--- config.mk ---
export PLATFORM = sky130hd
export DESIGN_NAME = fetch_stage
export DESIGN_NICKNAME = d
export VERILOG_FILES = /design/src/rtl/rv_fetch_pkg.sv /design/src/rtl/if_id_reg.sv /design/src/rtl/fetch_stage.sv
export SDC_FILE = /design/constraint.sdc
export NUM_CORES = 1
export LEC_CHECK = 0
export BUFFER_PORTS_ARGS = -buffer_cell sky130_fd_sc_hd__buf_2
export CAP_MARGIN = 20
export CORE_ASPECT_RATIO = 1.5
export CORE_UTILIZATION = 55
export CTS_BUF_LIST = sky130_fd_sc_hd__clkbuf_4 sky130_fd_sc_hd__clkbuf_8
export CTS_CLUSTER_SIZE = 10
export DETAILED_ROUTE_END_ITERATION = 10
export GPL_TIMING_DRIVEN = 0
export PLACE_DENSITY = 0.81
export REMOVE_ABC_BUFFERS = 1
export SYNTH_ARGS = -nofsm -noshare
export SYNTH_HDL_FRONTEND = slang
export SYNTH_SLANG_ARGS = --single-unit
--- constraint.sdc ---
create_clock -name clk -period 19.3 [get_ports clk]
set_clock_uncertainty 0.05 [all_clocks]
set_input_delay 3.86 -clock clk [delete_from_list [all_inputs] [get_ports clk]]
set_output_delay 3.86 -clock clk [all_outputs]
set_load 0.02 [all_outputs]
--- src/rtl/rv_fetch_pkg.sv ---
// Shared constants for the RV32I fetch front end: FSM encoding and reset/NOP defaults.
package rv_fetch_pkg;

  localparam logic [31:0] RESET_PC_DEF  = 32'h0000_0000;
  localparam logic [31:0] NOP_INSTR_DEF = 32'h0000_0013;  // addi x0,x0,0

  localparam logic [2:0] S_IDLE = 3'd0;
  localparam logic [2:0] S_REQ  = 3'd1;
  localparam logic [2:0] S_WAIT = 3'd2;
  localparam logic [2:0] S_HOLD = 3'd3;
  localparam logic [2:0] S_DROP = 3'd4;

endpackage

--- src/rtl/if_id_reg.sv ---
// IF/ID pipeline register: flush beats load beats hold; invalid slots carry a NOP.
module if_id_reg import rv_fetch_pkg::*; #(
  parameter int              XLEN      = 32,
  parameter logic [XLEN-1:0] NOP_INSTR = XLEN'(NOP_INSTR_DEF)
) (
  input  logic            clk,
  input  logic            rst,
  input  logic            stall,
  input  logic            flush,
  input  logic            load,
  input  logic [XLEN-1:0] instr_in,
  input  logic [XLEN-1:0] pc_in,
  output logic [XLEN-1:0] instr_o,
  output logic [XLEN-1:0] pc_o,
  output logic [XLEN-1:0] pcplus4_o,
  output logic            valid_o
);

  logic [XLEN-1:0] instr_q, instr_d, pc_q, pc_d, pcplus4_q, pcplus4_d;
  logic            valid_q, valid_d;

  always_comb begin
    instr_d   = instr_q;
    pc_d      = pc_q;
    pcplus4_d = pcplus4_q;
    valid_d   = valid_q;
    if (flush) begin
      instr_d = NOP_INSTR;
      valid_d = 1'b0;
    end else if (load && !stall) begin
      instr_d   = instr_in;
      pc_d      = pc_in;
      pcplus4_d = pc_in + XLEN'(4);
      valid_d   = 1'b1;
    end
  end

  always_ff @(posedge clk or posedge rst) begin
    if (rst) begin
      instr_q   <= NOP_INSTR;
      pc_q      <= '0;
      pcplus4_q <= '0;
      valid_q   <= 1'b0;
    end else begin
      instr_q   <= instr_d;
      pc_q      <= pc_d;
      pcplus4_q <= pcplus4_d;
      valid_q   <= valid_d;
    end
  end

  assign instr_o   = instr_q;
  assign pc_o      = pc_q;
  assign pcplus4_o = pcplus4_q;
  assign valid_o   = valid_q;

endmodule

--- src/rtl/fetch_stage.sv ---
// Fetch front end: owns the PC, runs a single-outstanding req/gnt/rvalid handshake,
// and feeds IF/ID, handling decode stalls, flushes and execute redirects.
module fetch_stage import rv_fetch_pkg::*; #(
  parameter int              XLEN      = 32,
  parameter logic [XLEN-1:0] RESET_PC  = XLEN'(RESET_PC_DEF),
  parameter logic [XLEN-1:0] NOP_INSTR = XLEN'(NOP_INSTR_DEF)
) (
  input  logic            clk,
  input  logic            rst,
  input  logic            stall_f,
  input  logic            stall_d,
  input  logic            flush_d,
  input  logic            pcsrc_e,
  input  logic [XLEN-1:0] pctarget_e,
  output logic            imem_req,
  output logic [XLEN-1:0] imem_addr,
  input  logic            imem_gnt,
  input  logic            imem_rvalid,
  input  logic [XLEN-1:0] imem_rdata,
  output logic [XLEN-1:0] instr_d,
  output logic [XLEN-1:0] pc_d,
  output logic [XLEN-1:0] pcplus4_d,
  output logic            valid_d
);

  localparam logic [XLEN-1:0] ALIGN_MASK = ~XLEN'(3);

  logic [2:0]      state_q, state_d;
  logic [XLEN-1:0] pc_f_q, pc_f_d, pc_req_q, pc_req_d;
  logic [XLEN-1:0] hold_instr_q, hold_instr_d, hold_pc_q, hold_pc_d;
  logic            ld, ifid_flush;
  logic [XLEN-1:0] ld_instr, ld_pc;

  always_comb begin
    state_d      = state_q;
    pc_f_d       = pc_f_q;
    pc_req_d     = pc_req_q;
    hold_instr_d = hold_instr_q;
    hold_pc_d    = hold_pc_q;
    ld           = 1'b0;
    ld_instr     = imem_rdata;
    ld_pc        = pc_req_q;
    imem_req     = (state_q == S_REQ) && !stall_f && !pcsrc_e;

    case (state_q)
      S_IDLE: state_d = S_REQ;
      S_REQ: if (imem_req && imem_gnt) begin
        pc_req_d = pc_f_q;
        pc_f_d   = pc_f_q + XLEN'(4);
        state_d  = S_WAIT;
      end
      S_WAIT: if (imem_rvalid) begin
        if (!stall_d) begin
          ld      = 1'b1;
          state_d = S_REQ;
        end else begin
          hold_instr_d = imem_rdata;
          hold_pc_d    = pc_req_q;
          state_d      = S_HOLD;
        end
      end
      S_HOLD: if (!stall_d) begin
        ld       = 1'b1;
        ld_instr = hold_instr_q;
        ld_pc    = hold_pc_q;
        state_d  = S_REQ;
      end
      S_DROP: if (imem_rvalid) state_d = S_REQ;
      default: state_d = S_IDLE;
    endcase

    // Redirect wins over everything; only a still-unreturned response forces DROP.
    if (pcsrc_e) begin
      pc_f_d       = pctarget_e & ALIGN_MASK;
      ld           = 1'b0;
      hold_instr_d = NOP_INSTR;
      hold_pc_d    = '0;
      state_d      = ((state_q == S_WAIT || state_q == S_DROP) && !imem_rvalid) ? S_DROP : S_REQ;
    end

    // A same-cycle load is younger than whatever flush_d is killing.
    ifid_flush = pcsrc_e || (flush_d && !ld);
  end

  always_ff @(posedge clk or posedge rst) begin
    if (rst) begin
      state_q      <= S_IDLE;
      pc_f_q       <= RESET_PC;
      pc_req_q     <= '0;
      hold_instr_q <= NOP_INSTR;
      hold_pc_q    <= '0;
    end else begin
      state_q      <= state_d;
      pc_f_q       <= pc_f_d;
      pc_req_q     <= pc_req_d;
      hold_instr_q <= hold_instr_d;
      hold_pc_q    <= hold_pc_d;
    end
  end

  assign imem_addr = pc_f_q & ALIGN_MASK;

  if_id_reg #(.XLEN(XLEN), .NOP_INSTR(NOP_INSTR)) u_if_id (
    .clk       (clk),
    .rst       (rst),
    .stall     (stall_d),
    .flush     (ifid_flush),
    .load      (ld),
    .instr_in  (ld_instr),
    .pc_in     (ld_pc),
    .instr_o   (instr_d),
    .pc_o      (pc_d),
    .pcplus4_o (pcplus4_d),
    .valid_o   (valid_d)
  );

endmodule

# Yosys cells after proc, flatten, opt, wreduce, memory -nomap -nowiden

Cells that the tools add are included.

Div/mod/pow operators: 0
Reduce and logical (&&, ||, !) cells: 24
Order comparisons: 0
Add/sub/neg operators: 2
Shifts and indexed selects: 0
Bitwise logic cells: 1
Muxes and demuxes: 29
Eq/ne operators: 8
Multiply operators: 0

Operators by type and width:

| cell                    | number |
|---|---|
| $mux W32                | 15 |
| $add A32 B3 Y32 const B | 2 |
| $mux W3                 | 6 |
| $pmux W3 S5             | 1 |
| $reduce_bool A2 Y1      | 5 |
| $ne A3 B3 Y1 const B    | 3 |
| $reduce_and A2 Y1       | 4 |
| $eq A3 B2 Y1 const B    | 2 |
| $logic_and A1 B1 Y1     | 6 |
| $logic_not A1 Y1        | 5 |
| $mux W1                 | 5 |
| $reduce_and A4 Y1       | 1 |
| $eq A3 B1 Y1 const B    | 1 |
| $eq A3 B3 Y1 const B    | 1 |
| $logic_not A3 Y1        | 1 |
| $ne A3 B2 Y1 const B    | 1 |
| $logic_or A1 B1 Y1      | 2 |
| $mux W2                 | 1 |
| $pmux W1 S2             | 1 |
| $not A1 Y1              | 1 |

Latch bits: 0
Input port bits: 72
Memories kept: 0
Bits in registers: 228
Bits in writable memories: 0
Bits in read-only memories: 0
Output and inout bits: 130

# Depth between registers and ports, before layout

Depth after elaboration: 9
Depth in mapped cells: 15
Mapped depth without buffers: 9

# Modules after synthesis

A second synthesis with hierarchy kept.

Cells, all modules: 1118
Area total of the unflattened synthesis: 10495.1 um2

By module, submodules not included:

| module      | cells each | sequential area each (um2) | area each (um2) | times used |
|---|---|---|---|---|
| fetch_stage | 716        | 3181.8                     | 6394.9          | 1 |
| if_id_reg   | 402        | 2381.0                     | 4100.2          | 1 |

# Worst setup path after synthesis

OpenSTA, ideal clock, no wires.

Path type: in2out
Start: input port pcsrc_e
End: output port imem_req
Path slack: 10753 ps
Stages: 3
Buffers on the path: 1
Arrival time: 4637 ps
Cells stage by stage: buf_2 > nor4_1 > and2_1

Longest elaborated chain between the ends: 2

Ends and longest elaborated chain:

| element             | RTL line          | RTL |
|---|---|---|
| from (decl)         | fetch_stage.sv:13 | `input logic pcsrc_e,` |
| $logic_not A1 Y1    | fetch_stage.sv:43 | `imem_req = (state_q == S_REQ) && !stall_f && !pcsrc_e;` |
| $logic_and A1 B1 Y1 | fetch_stage.sv:43 |  |
| to (decl)           | fetch_stage.sv:15 | `output logic imem_req,` |

No other way between the ends.

# Worst setup path after layout

Ends and elaborated chain as after synthesis.

==> results.tsv <==
metric	value	unit
period_minus_slack	9.11	ns
antenna_found_initial	0	
r2r_cells	8	
reg2reg_from	state_q[0]	
yosysUniqueCellTypes	64	
power	1.18	mW
synthesis.area	10900	sq um
cp.arrival	5.20	ns
startpoint_type	primary input	
cts-resized-gates	0	
dp_hpwl	19200	um
first_pass_iters	5	
grt-ovfl-total	0	
core	19200	sq um
cts_buffers	35	
clk_path_buf_depth	3	
rr_endpoint	u_if_id.pcplus4_o[26]	
die_h	174	um
synth_edf_count	0	
met1_usage	35.5	%
fp.dieW	117	um
wl	27500	um
synth.largest_area_cell	dfrtp_1	
cp_max_fo	66	
grt_use_total	27.7	%
drc	0	
grt_pass1_vias	9100	
worstSetupEndpointType	primary output	
rsz0062_at_grt	false	
gr-usage-met3	4.08	%
yosys-top-cells-count	nand2_1, dfrtp_1, o21ai_0	
yosys.area.top_type_share	49.7	%
min_path_type	register to register	
worstHoldEndpoint	u_if_id.pc_o[20]	
fin_setup_tns	0	ns
cts-root-buf	clkbuf_8	
h-tree-depth	2	
max_freq	110	MHz
status	completed	
rrSetupSlack	15.95	ns
num_vias	9574	
worstPathRequired	15.39	ns
synth_seq_cells	222	
grt_most_used_layer	met2	
wire_per_inst	16.5	um
setup_viol	0	
ir_drop	0.0548	mV
grtUsageMet2	46.4	%
async_reset_ff_share	100	%
hold_start	u_if_id.pc_o[20]	
grt_max_degree	117	
yosysWarnings	0	
min_period_over_period	47.2	%
dieArea	20300	sq um
clock_sinks	222	
worst_pin_slew	1.07	ns
p_leak	6.22	nW
slew_headroom	29.0	%
holdBufCountCts	0	
post-cts-setup-buffers	0	
crit_type	primary input to primary output	
nFillCells	1624	
yosys_most_used_dff	dfrtp_1	
initial_core_util	56.5	%
yosys-top-cells-area	dfrtp_1, nand2_1, mux2i_1	
clk_latency	0.51	ns
antenna_left	0	
finalMaxSlewViolations	0	
areaGrowthSynthToFinish	18.1	%
yosysSeqAreaShare	51.2	%
syn_inst	1218	
port_buffers	197	
min_path_cells	1	
grt_first_pass_wirelength	45200	um
cts_tree	done	
syn_avg_cell_area	8.92	sq um
insertedDiodeCount	0	
vias_per_cell	5.75	
clk_pin_slew	0.06	ns
yosysMostFrequentCell	nand2_1	
drt_iter0_drc	699	
maxCapViolCount	0	
rows	62	
nets	1460	
hold_viol	0	
routabilityCongestion	0.857	
layout-drive-gt1-share	21.4	%
power_density	91.9	nW/um^2
pin_count	202	
cells by family (layout without fill, tap and decap cells):
kind of cell | count (synthesis) | in the layout | synth area share [%]
AO/OA/AOI/OAI | 256 | 256 | 14.4
XOR/XNOR | 19 | 19 | 1.53
adder cells (fa/ha/maj) | 2 | 2 | 0.230
buffers and inverters | 92 | 282 | 3.87
flip-flops | 222 | 222 | 51.2
multiplexers | 61 | 61 | 5.68
other | 1 | 2 | 0.0345
AND/OR/NAND/NOR | 565 | 565 | 23.1
power by group:
group | leakage [nW] | internal, mW | switching [mW]
Combinational | 2.89 | 0.0713 | 0.131
Clock | 0.391 | 0.233 | 0.179
Sequential | 2.94 | 0.514 | 0.0508
Total | 6.22 | 0.818 | 0.360
critical path: stages:
cell and delay (ns):
buf_4 0.23, buf_16 0.24, nor4_1 0.50, and2_1 0.20
buf_2 0.16
final cells by class:
cell class / instances / area (sq um) / area share [%]
Tap cell: 256 / 320 / 2.50
Timing Repair Buffer: 213 / 1250 / 9.73
Sequential cell: 222 / 5560 / 43.3
Multi-Input combinational cell: 905 / 4930 / 38.4
Clock buffer: 58 / 717 / 5.59
Clock inverter: 2 / 10.0 / 0.0780
Inverter: 9 / 41.3 / 0.322
cell usage in the layout, fill, tap and decap left out, types with 3 or more instances in the layout:
master,synthesis,layout
a221o_1,8,8
o211ai_1,16,16
a21oi_1,68,68
a32oi_1,3,3
nor3_2,3,5
and3_1,10,9
dfstp_2,6,6
nand2_1,362,362
a31oi_1,9,9
or3_1,11,10
o21ai_0,99,99
buf_6,3,8
a22oi_1,6,6
and2_1,5,5
mux2i_1,59,59
nor3_1,25,23
nor2_1,37,37
xnor2_1,13,13
buf_16,0,3
dfrtp_1,216,216
o311ai_0,14,14
or4_1,5,5
nor4_1,17,17
nand3_1,48,46
buf_2,18,196
inv_1,8,7
a21o_1,8,8
o31ai_1,3,3
clkbuf_8,0,45
xor2_1,6,6
buf_12,0,4
nand4_1,28,28
clkbuf_4,0,13
stage by stage:
stage | cells | cell area, sq um | util [%] | worst slack (ns) | hold WS, ns
4_1_cts | 1665 | 12800 | 66.7 | 10.16 | 0.424
6_report | 1665 | 12800 | 66.7 | 10.19 | 0.420
5_1_grt | 1665 | 12800 | 66.7 | 10.09 | 0.442
3_3_place_gp | 1589 | 11800 | 61.3 | 6.92 | 0.406
2_1_floorplan | 1136 | 10500 | - | 9.32 | 0.414
3_5_place_dp | 1605 | 12100 | 62.9 | 10.17 | 0.411
registers in the layout, indices dropped and copies added, names as in the netlist:
signal             count
hold_instr_q          32
hold_pc_q             32
pc_f_q                30
pc_req_q              30
state_q                3
u_if_id.instr_o       32
u_if_id.pc_o          32
u_if_id.pcplus4_o     30
u_if_id.valid_o        1
worst max-delay path by stage:
| stage | startpoint | end | slack (ns) | depth (start not counted) |
|---|---|---|---|---|
| floorplan | rst | hold_instr_q[10] | 9.32 | 1 |
| detailed placement | pcsrc_e | imem_req | 10.17 | 5 |
| finish | pcsrc_e | imem_req | 10.19 | 5 |
| CTS | pcsrc_e | imem_req | 10.16 | 5 |
| global placement | rst | pc_f_q[31] | 6.92 | 2 |
| global route | pcsrc_e | imem_req | 10.09 | 5 |
metal layers:
layer	wire length, um	vias up
met4	959	0
met5	0	-
met3	1590	72
met1	11000	4530
li1	-	4621
met2	14000	351
Note: power is estimated with default switching activity, not from simulation.
